--- src/rtl/irq_timer_if.sv ---
// Bridge-side register port of the interrupt timer: word select, write strobe, data and IRQ.
interface irq_timer_if #(
    parameter int unsigned WIDTH = 32
);
    logic [3:2]       Addr;
    logic             WE;
    logic [WIDTH-1:0] DIN;
    logic [WIDTH-1:0] DOUT;
    logic             IRQ;

    // CPU / bridge side drives the register port
    modport master (
        output Addr,
        output WE,
        output DIN,
        input  DOUT,
        input  IRQ
    );

    // Timer side
    modport slave (
        input  Addr,
        input  WE,
        input  DIN,
        output DOUT,
        output IRQ
    );
endinterface

--- src/rtl/irq_timer.sv ---
// Programmable countdown timer feeding HWInt[0]; one-shot and auto-reload modes.
module irq_timer #(
    parameter int unsigned WIDTH = 32
) (
    input  logic       Clock,
    input  logic       Reset,
    irq_timer_if.slave bus
);

    localparam logic [1:0] ADDR_CTRL   = 2'd0;
    localparam logic [1:0] ADDR_PRESET = 2'd1;
    localparam logic [1:0] ADDR_COUNT  = 2'd2;
    localparam logic [1:0] MODE_RELOAD = 2'b01;

    typedef enum logic [1:0] {
        S_IDLE = 2'd0,
        S_LOAD = 2'd1,
        S_CNT  = 2'd2,
        S_INT  = 2'd3
    } state_t;

    state_t           state_q, state_d;
    logic             en_q, en_d;
    logic [1:0]       mode_q, mode_d;
    logic             im_q, im_d;
    logic [WIDTH-1:0] preset_q, preset_d;
    logic [WIDTH-1:0] count_q, count_d;
    logic             flag_q, flag_d;
    logic [WIDTH-1:0] dout_c;
    logic [WIDTH-1:0] ctrl_word_c;

    // State and register file update
    always_ff @(posedge Clock) begin
        if (Reset) begin
            state_q  <= S_IDLE;
            en_q     <= 1'b0;
            mode_q   <= 2'b00;
            im_q     <= 1'b0;
            preset_q <= '0;
            count_q  <= '0;
            flag_q   <= 1'b0;
        end else begin
            state_q  <= state_d;
            en_q     <= en_d;
            mode_q   <= mode_d;
            im_q     <= im_d;
            preset_q <= preset_d;
            count_q  <= count_d;
            flag_q   <= flag_d;
        end
    end

    // Countdown sequencing, then bus writes override the FSM's choices
    always_comb begin
        state_d  = state_q;
        en_d     = en_q;
        mode_d   = mode_q;
        im_d     = im_q;
        preset_d = preset_q;
        count_d  = count_q;
        flag_d   = flag_q;

        case (state_q)
            S_IDLE: begin
                if (en_q) state_d = S_LOAD;
            end
            S_LOAD: begin
                count_d = preset_q;
                state_d = S_CNT;
            end
            S_CNT: begin
                if (!en_q) begin
                    state_d = S_IDLE;
                end else if (count_q > WIDTH'(1)) begin
                    count_d = count_q - WIDTH'(1);
                end else begin
                    // COUNT of 0 terminates like 1, so PRESET=0 acts as PRESET=1
                    count_d = '0;
                    flag_d  = 1'b1;
                    state_d = S_INT;
                end
            end
            S_INT: begin
                if (mode_q == MODE_RELOAD) begin
                    flag_d  = 1'b0;
                    state_d = S_LOAD;
                end else begin
                    en_d    = 1'b0;
                    state_d = S_IDLE;
                end
            end
            default: state_d = S_IDLE;
        endcase

        if (bus.WE) begin
            case (bus.Addr)
                ADDR_CTRL: begin
                    en_d    = bus.DIN[0];
                    mode_d  = bus.DIN[2:1];
                    im_d    = bus.DIN[3];
                    flag_d  = 1'b0;
                    count_d = count_q;
                    state_d = bus.DIN[0] ? S_LOAD : S_IDLE;
                end
                ADDR_PRESET: begin
                    // Takes effect at the next LOAD; running count untouched
                    preset_d = bus.DIN;
                    flag_d   = 1'b0;
                end
                default: ;
            endcase
        end
    end

    // Combinational read mux; reserved word reads zero
    always_comb begin
        ctrl_word_c      = '0;
        ctrl_word_c[0]   = en_q;
        ctrl_word_c[2:1] = mode_q;
        ctrl_word_c[3]   = im_q;
        case (bus.Addr)
            ADDR_CTRL:   dout_c = ctrl_word_c;
            ADDR_PRESET: dout_c = preset_q;
            ADDR_COUNT:  dout_c = count_q;
            default:     dout_c = '0;
        endcase
    end

    assign bus.DOUT = dout_c;
    assign bus.IRQ  = flag_q & im_q;

endmodule
--- src/flat_wrapper.sv ---
// flat-port wrapper written by rule: the top's interface ports become plain ports
module irq_timer_flat 
#(
    parameter int unsigned WIDTH = 32
)
  (Clock, Reset, bus_Addr, bus_WE, bus_DIN, bus_DOUT, bus_IRQ);
  irq_timer_if #(.WIDTH(WIDTH)) bus_i ();
  input  logic Clock;
  input  logic Reset;
  input wire logic [$bits(bus_i.Addr)-1:0] bus_Addr;
  input wire logic [$bits(bus_i.WE)-1:0] bus_WE;
  input wire logic [$bits(bus_i.DIN)-1:0] bus_DIN;
  output wire logic [$bits(bus_i.DOUT)-1:0] bus_DOUT;
  output wire logic [$bits(bus_i.IRQ)-1:0] bus_IRQ;
  assign bus_i.Addr = bus_Addr;
  assign bus_i.WE = bus_WE;
  assign bus_i.DIN = bus_DIN;
  assign bus_DOUT = bus_i.DOUT;
  assign bus_IRQ = bus_i.IRQ;
  irq_timer #(.WIDTH(WIDTH)) u_core (.Clock(Clock), .Reset(Reset), .bus(bus_i));
endmodule
--- config.mk ---
export PLATFORM = sky130hd
export DESIGN_NAME = irq_timer_flat
export DESIGN_NICKNAME = d
export VERILOG_FILES = /design/src/rtl/irq_timer_if.sv /design/src/rtl/irq_timer.sv /design/src/flat_wrapper.sv
export SDC_FILE = /design/constraint.sdc
export NUM_CORES = 1
export LEC_CHECK = 0
export CAP_MARGIN = 25
export CORE_ASPECT_RATIO = 0.6
export CORE_MARGIN = 3
export CORE_UTILIZATION = 40
export CTS_BUF_LIST = sky130_fd_sc_hd__clkbuf_4 sky130_fd_sc_hd__clkbuf_8
export DETAILED_ROUTE_END_ITERATION = 7
export SYNTH_ARGS = -nofsm -noshare
export SYNTH_HDL_FRONTEND = slang
export SYNTH_SLANG_ARGS = --single-unit
--- constraint.sdc ---
create_clock -name Clock -period 3.3 [get_ports Clock]
set_input_delay 0.33 -clock Clock [delete_from_list [all_inputs] [get_ports Clock]]
set_output_delay 0.33 -clock Clock [all_outputs]
set_load 0.05 [all_outputs]
======== Word-level counts from Yosys, hierarchy flattened ========
Cells that the tools add are included.
storage, ports and cells
  register bits after elaboration ......... 71
  bits of input ports ..................... 37
  output and inout bits ................... 33
cells by class
  bitwise operators ....................... 1
  $add $sub $neg .......................... 1
  order comparisons ....................... 1
  mux-type cells .......................... 24
  reduce and logical (&&, ||, !) cells .... 5
  eq/ne operators ......................... 7
operator list
  operator               number
  $mux 32                4
  $pmux 32 s3            1
  $pmux 32 s2            1
  $gt 32x1->1 const B    1
  $sub 32x1->32 const B  1
  $mux 1                 11
  $mux 2                 5
  $pmux 2 s4             1
  $eq 2x1->1 const B     3
  $eq 2x2->1 const B     3
  $logic_not 2->1        2
  $reduce_and 2->1       2
  $ne 2x2->1 const B     1
  $pmux 1 s2             1
  $reduce_or 2->1        1
  $and 1x1->1            1

======== Longest topological paths before layout ========
Gate-level depths: netlist (run 1).
  depth after elaboration ................. 6
  gate-level depth with buffers ........... 9

======== Least setup slack after synthesis (run 1) ========
Ideal clock, no wire load.
  path type ............................... reg2reg
  start ................................... register u_core.count_q[19]
  end ..................................... register u_core.count_q[20]
  library setup time ...................... 0.117 ns
  cell stages (with the launch flop) ...... 7
  data arrival time ....................... 2.156 ns
  buffers on the path ..................... 1
  slack ................................... 1.027 ns
  data required time ...................... 3.183 ns
  cells stage by stage .................... dfxtp_1 > or4_1 > buf_2 > or3_4 > o31ai_4 > o21ai_1 > a32o_1
on the way
  longest elaborated chain between the ends .. 6
  elaborated cells on any way between the ends .. 7
  classes of those cells .................. 1 x add/sub; 1 x order compare; 5 x mux
ends and longest elaborated chain
  what                                                 RTL line                          source
  start: declaration                                   irq_timer.sv:27                   logic [WIDTH-1:0] count_q, count_d;
  start signal: assignment                             irq_timer.sv:48                   count_q <= count_d;
  $sub 32x1->32 / $gt 32x1->1 (equally long branches)  irq_timer.sv:75, irq_timer.sv:74
  $mux 32 *                                            irq_timer.sv:74                   end else if (count_q > WIDTH'(1)) begin
  $mux 32 *                                            irq_timer.sv:72                   if (!en_q) begin
  $pmux 32 s2 *                                        irq_timer.sv:63                   case (state_q)
  $mux 32                                              irq_timer.sv:96                   case (bus.Addr)
  $mux 32 *                                            irq_timer.sv:95                   if (bus.WE) begin
Every way passes the cells marked *; elsewhere a longest branch is shown, timed or not. The select of a mux whose other input is x is not followed.
A chain may end at the register's enable or synchronous reset.

======== Worst setup path in the final report (run 1) ========
Ends and elaborated chain as after synthesis.

==> results.py, run 1 <==
metrics = {
    "logic_synthesis": {
        "synth_top_flop_cell": "dfxtp_1",
        "sequential_to_total_area_share_from_yosys_stat": 0.351,
        "synthesis.instances": 540,
        "synth.avg_cell_area_um2": 7.51,
        "synth_edf_count": 0,
        "syn_nets": 579,
        "count_of_synthesis_stage_warnings_from_yosys": 0,
        "synth_cell_types": 58,
        "synth.ff_latch_count": 71,
        "mappedNetlistArea_um2": 4060,
        "synth_async_sr_flop_share": 0,
    },
    "clock_tree": {
        "clock_tree.root_cell": "clkbuf_8",
        "cts_made_buffers": 9,
        "clock_slew_at_the_register_clock_pins_of_the_worst_setup_and_hold_paths_ns": 0.08,
        "cts.path.max_buffers": 2,
        "cts_htree_levels": 3,
        "cts_sinks": 71,
        "clock_latency_ns": 0.37,
        "postCtsSetupBuffers": 0,
        "cts_resized": 0,
        "cts_hold_repair.buffers": 0,
        "cts_tree": "done",
    },
    "global_routing": {
        "globalRouteTotalUtil": 0.248,
        "first_global_vias": 3959,
        "congestion_overflow_gr": 0,
        "grt_antenna_before_repair": 0,
        "grt_start_max_net_pins": 60,
        "wire_length_of_the_first_global_routing_pass_um": 22200,
    },
    "power": {
        "pwr-share-comb": 0.179,
        "fin_total_pwr_w": 0.00196,
        "power_per_cell_area_nw_per_um2": 392,
        "power.internal_w": 0.00136,
        "p_sw_frac": 0.308,
        "worst_ir_drop_vdd_mv": 0.181,
        "power.net_switching_w": 0.000605,
        "cellLeakagePower_nw": 1.94,
        "power.share.clock": 0.362,
        "power.sequential.fraction": 0.459,
    },
    "placement": {
        "hpwl_um": 9940,
        "io_buffers": 69,
        "routabilityCongestion": 0.990,
    },
    "die": {
        "start_util": 0.426,
        "die_height_um": 84.0,
        "die_area_um2": 11400,
        "dieWidth_um": 136,
        "design.portCount": 70,
        "coreArea_um2": 9530,
        "row_count": 27,
    },
    "setup_path": {
        "worstPathCellList": "or4_1 -> nor3_2 -> nand3_1 -> a32o_1 -> a32o_1",
        "timing.critical_path.slowest_stage_cell": "or4_1",
        "crit-reg2reg-launch": "u_core.count_q[19]",
        "timing.setup.critical_path_class": "flip-flop to flip-flop",
        "crit_arrival_ns": 2.91,
        "type_of_element_launching_the_critical_path": "flip-flop",
        "crit_path_max_incr_delay_ns": 0.70,
        "most_numerous_cell_on_the_critical_path": "a32o_1",
        "critPathCaptureType": "flip-flop",
        "worstSetupStartpoint": "u_core.count_q[19]",
        "path_max_fanout": 10,
        "required_ns": 3.56,
    },
    "status": {
        "run_status": "completed",
    },
    "routing": {
        "first_iter_violations": 560,
        "drt-total-wl_um": 14200,
        "drt-wirelength-per-cell_um": 19.5,
        "first_pass_iters": 5,
        "drc": 0,
        "dr_vias": 4444,
        "final_antenna_net_count": 0,
        "vias_per_cell": 6.10,
    },
    "timing": {
        "max_freq_mhz": 378,
        "tns_ns": 0,
        "layout_worst_path_cycle_share": 0.802,
        "fin_skew_ns": 0.00861,
        "finalHoldViolCount": 0,
        "timing_max_transition_violations_final": 0,
        "worstMarginPinSlew_ns": 0.834,
        "finalSetupViolations": 0,
        "grt_setup_unrepaired": "no",
        "min_period_ns": 2.65,
        "timing.slew.headroom": 0.444,
    },
    "final_layout": {
        "fillerInstances": 968,
        "final_core_utilization": 0.525,
        "finalNetCount": 632,
        "syn_to_final_growth_pct": 23.4,
        "diodes": 0,
        "drive_above_1_share": 0.139,
    },
    "worst_hold_path": {
        "min-delay-path-class": "input port to flip-flop",
        "hp-start": "Reset",
    },
    "run": {
        "cap_violations": 0,
    },
}
## routing by layer
layer,share of wire,global-route usage,up-vias
li1,-,-,2105
met4,0.0082,0.0503,0
met5,0,0,-
met3,0.11,0.0964,10
met2,0.37,0.311,233
met1,0.51,0.390,2096
## cell usage in the layout, fill, tap and decap left out, types with 4 or more instances in the layout
cell / instances
nor2_1: 16
a21oi_1: 48
o21a_1: 5
a31oi_1: 17
dfxtp_1: 71
o21ai_0: 18
clkdlybuf4s50_1: 36
or2_2: 5
nor4_1: 13
clkbuf_8: 9
buf_4: 51
inv_1: 10
a32oi_1: 4
nand2_1: 112
nand4_1: 5
nor2b_1: 5
nand3_1: 23
a32o_1: 4
mux2i_1: 4
nor3_1: 10
or3_1: 5
or4_1: 14
o21ai_1: 5
a211o_1: 4
a22o_1: 28
and2_1: 7
o32ai_1: 5
## through the flow
step | worst slack (ns) | area [µm²] | cells | hold WS (ns)
3_5_place_dp | 0.568 | 4800 | 711 | 0.464
4_1_cts | 0.700 | 4990 | 727 | 0.436
3_3_place_gp | 0.640 | 4800 | 711 | 0.461
5_1_grt | 0.583 | 5010 | 728 | 0.460
6_report | 0.652 | 5010 | 728 | 0.446
2_1_floorplan | 1.03 | 4060 | 540 | 0.444
## cells in the mapped netlist (all sizes together) (3+ instances only)
master / number / area [µm²]
nor4: 15 / 106
inv: 10 / 37.5
or2: 5 / 31.3
a21oi: 48 / 240
and3: 3 / 18.8
nor3: 12 / 70.1
or3: 6 / 42.5
nand2b: 3 / 18.8
nand2: 112 / 420
a41oi: 3 / 26.3
and2: 7 / 43.8
or4: 14 / 105
o31ai: 4 / 43.8
a31oi: 17 / 106
buf: 3 / 12.5
nand4: 5 / 31.3
o221ai: 3 / 26.3
a22o: 28 / 245
mux2i: 4 / 40.0
a32o: 4 / 40.0
nor2b: 7 / 43.8
o31a: 3 / 26.3
o21a: 5 / 37.5
o32ai: 5 / 43.8
a32oi: 4 / 35.0
a211o: 4 / 35.0
clkbuf: 44 / 165
nand3: 23 / 115
o21ai: 24 / 120
nor2: 16 / 60.1
nand3b: 3 / 22.5
dfxtp: 71 / 1420
## cell type report
type | instances | area, µm² | area share
multi-input combinational | 412 | 2430 | 0.485
tap | 130 | 163 | 0.0325
inverter | 10 | 37.5 | 0.00750
timing repair buffer | 89 | 761 | 0.152
clock inverter | 7 | 72.6 | 0.0145
sequential | 71 | 1420 | 0.284
clock buffer | 9 | 124 | 0.0247
## power groups by stage
stage	Combinational, W	Clock, W	Sequential [W]
finish	0.000352	0.000711	0.000900
detailed placement	0.000344	0	0.000919
global route	0.000378	0.000757	0.000903
floorplan	0.000214	0	0.000909
CTS	0.000346	0.000727	0.000899
global placement	0.000343	0	0.000919
## path summary, 6_finish.rpt
kind | endpoint | depth (start not counted) | slack, ns
setup / recovery | u_core.count_q[20] | 5 | 0.65
hold / removal | u_core.count_q[1] | 4 | 0.45
setup reg to reg | u_core.count_q[20] | 5 | 0.65
hold reg to reg | u_core.preset_q[7] | 2 | 0.48
## state kept, by name (all words and copies together), names as in the netlist
name	flops
u_core.count_q	32
u_core.state_q	2
u_core.en_q	1
u_core.flag_q	1
u_core.mode_q	2
u_core.preset_q	32
u_core.im_q	1
## logic make-up after synthesis
group                      after synthesis  synth area share
AOI/OAI and AO/OA                      168             0.287
adders and majority gates                2           0.00617
muxes                                    4           0.00987
and+or+nand+nor                        237             0.291
xor gates and xnor gates                 1           0.00216
DFF                                     71             0.351
buffers and inverters                   57            0.0531
## critical path, delay by kind of cell, from the launching register on
family	cells	cell delay [ns]
AND/OR/NAND/NOR	3	1.59
AO/OA/AOI/OAI	2	0.58
flip-flops	1	0.38
Power figures use the tool's default switching activity.
==> run 2, diff against run 1 <==
Clock period 3.3 ns to 2.7 ns, I/O delays scaled along.
==> results.py, run 2 (synthesis results as in run 1) <==
metrics = {
    "status": {
        "run_status": "completed",
    },
    "placement": {
        "hpwl_um": 10900,
        "io_buffers": 69,
        "routabilityCongestion": 0.924,
        "dp_cells": 735,
    },
    "die": {
        "dieWidth_um": 136,
        "start_util": 0.426,
        "row_count": 27,
        "die_height_um": 84.0,
        "coreArea_um2": 9530,
        "die_area_um2": 11400,
        "design.portCount": 70,
    },
    "final_layout": {
        "layout_top_registers": "u_core.count_q: 32 flops, u_core.preset_q: 32 flops",
        "diodes": 0,
        "fillerInstances": 896,
        "layout.cells.most_common": "nand2_1",
        "finish.cell_count_without_fillers": 750,
        "final_core_utilization": 0.586,
        "syn_to_final_growth_pct": 37.7,
        "drive_above_1_share": 0.171,
        "layout.cells.most_common_list": "nand2_1, dfxtp_1, a21oi_1",
        "finalNetCount": 655,
    },
    "timing": {
        "timing_max_transition_violations_final": 0,
        "grt_setup_unrepaired": "no",
        "finalSetupViolations": 0,
        "max_freq_mhz": 409,
        "tns_ns": 0,
        "timing.slew.headroom": 0.468,
        "worst_hold_slack_ns": 0.455,
        "finalHoldViolCount": 0,
        "min_period_ns": 2.45,
        "worstMarginPinSlew_ns": 0.778,
        "fin_skew_ns": 0.00926,
        "layout_worst_path_cycle_share": 0.906,
    },
    "power": {
        "power.internal_w": 0.00171,
        "worst_ir_drop_vdd_mv": 0.248,
        "p_sw_frac": 0.307,
        "power.share.clock": 0.352,
        "pwr-share-comb": 0.201,
        "power_per_cell_area_nw_per_um2": 441,
        "power.sequential.fraction": 0.447,
        "power.net_switching_w": 0.000755,
        "cellLeakagePower_nw": 2.12,
    },
    "routing": {
        "drc": 0,
        "first_iter_violations": 647,
        "vias_per_cell": 6.09,
        "drt-total-wl_um": 15000,
        "first_pass_iters": 5,
        "dr_vias": 4564,
        "drt-wirelength-per-cell_um": 20.0,
        "final_antenna_net_count": 0,
    },
    "clock_tree": {
        "cts_resized": 0,
        "postCtsSetupBuffers": 0,
        "cts.path.max_buffers": 2,
        "cts_htree_levels": 3,
        "clock_tree.root_cell": "clkbuf_8",
        "cts_sinks": 71,
        "clock_slew_at_the_register_clock_pins_of_the_worst_setup_and_hold_paths_ns": 0.08,
        "cts_hold_repair.buffers": 0,
        "clock_latency_ns": 0.36,
        "cts_tree": "done",
        "cts_made_buffers": 9,
    },
    "worst_hold_path": {
        "min-delay-path-class": "input port to flip-flop",
    },
    "setup_path": {
        "critPathCaptureType": "flip-flop",
        "type_of_element_launching_the_critical_path": "flip-flop",
        "timing.setup.critical_path_class": "flip-flop to flip-flop",
        "crit_arrival_ns": 2.73,
        "required_ns": 2.98,
        "path_max_fanout": 6,
    },
    "global_routing": {
        "wire_length_of_the_first_global_routing_pass_um": 23500,
        "grt_start_max_net_pins": 60,
        "grt_antenna_before_repair": 0,
        "globalRouteTotalUtil": 0.267,
        "first_global_vias": 4189,
        "congestion_overflow_gr": 0,
    },
    "run": {
        "cap_violations": 0,
    },
}
-- run 2: worst paths after layout --
| kind | endpoint | startpoint | cells after the start | slack [ns] |
|---|---|---|---|---|
| hold reg to reg | u_core.preset_q[29] | u_core.preset_q[29] | 2 | 0.47 |
| setup / recovery | u_core.count_q[30] | u_core.count_q[0] | 8 | 0.25 |
| setup reg to reg | u_core.count_q[30] | u_core.count_q[0] | 8 | 0.25 |
| hold / removal | u_core.preset_q[9] | bus_DIN[9] | 3 | 0.46 |
-- run 2: layout make-up --
cell class	instances	area [µm²]	area share
Multi-Input combinational cell	412	2430	0.435
Sequential cell	71	1420	0.255
Timing Repair Buffer	112	1340	0.240
Tap cell	130	163	0.0291
Clock buffer	9	124	0.0222
Clock inverter	6	70.1	0.0125
Inverter	10	37.5	0.00672
-- run 2: per-stage QoR --
step | setup WS (ns) | total power, W | area, µm²
after global routing | 0.0156 | 0.00257 | 5580
final | 0.253 | 0.00246 | 5580
after floorplan | 0.427 | 0.00137 | 4060
after detailed placement | 0.308 | 0.00161 | 5390
after CTS | 0.268 | 0.00247 | 5580
after global placement | 0.340 | 0.00161 | 5390
-- run 2: power by group through the flow --
| stage | clock (W) | combinational [W] | sequential [W] |
|---|---|---|---|
| floorplan | 0 | 0.000262 | 0.00111 |
| global placement | 0 | 0.000486 | 0.00112 |
| detailed placement | 0 | 0.000486 | 0.00112 |
| CTS | 0.000883 | 0.000488 | 0.00110 |
| global route | 0.000938 | 0.000530 | 0.00110 |
| finish | 0.000866 | 0.000496 | 0.00110 |
-- run 2: layer usage --
layer  vias to the layer above  global-route usage  part of all wire
li1                       2162                   -                 -
met2                       213               0.338              0.38
met1                      2170               0.413              0.49
met5                         -                   0                 0
met3                        19              0.0988              0.11
met4                         0              0.0650             0.011
-- run 2: critical path: stages (launching register included) --
cell	delay, ns
dfxtp_1	0.37
inv_1	0.12
ha_1	0.27
nor3b_1	0.30
nand2_1	0.18
a2111oi_0	0.69
buf_4	0.22
nand4_1	0.11
o211ai_1	0.11
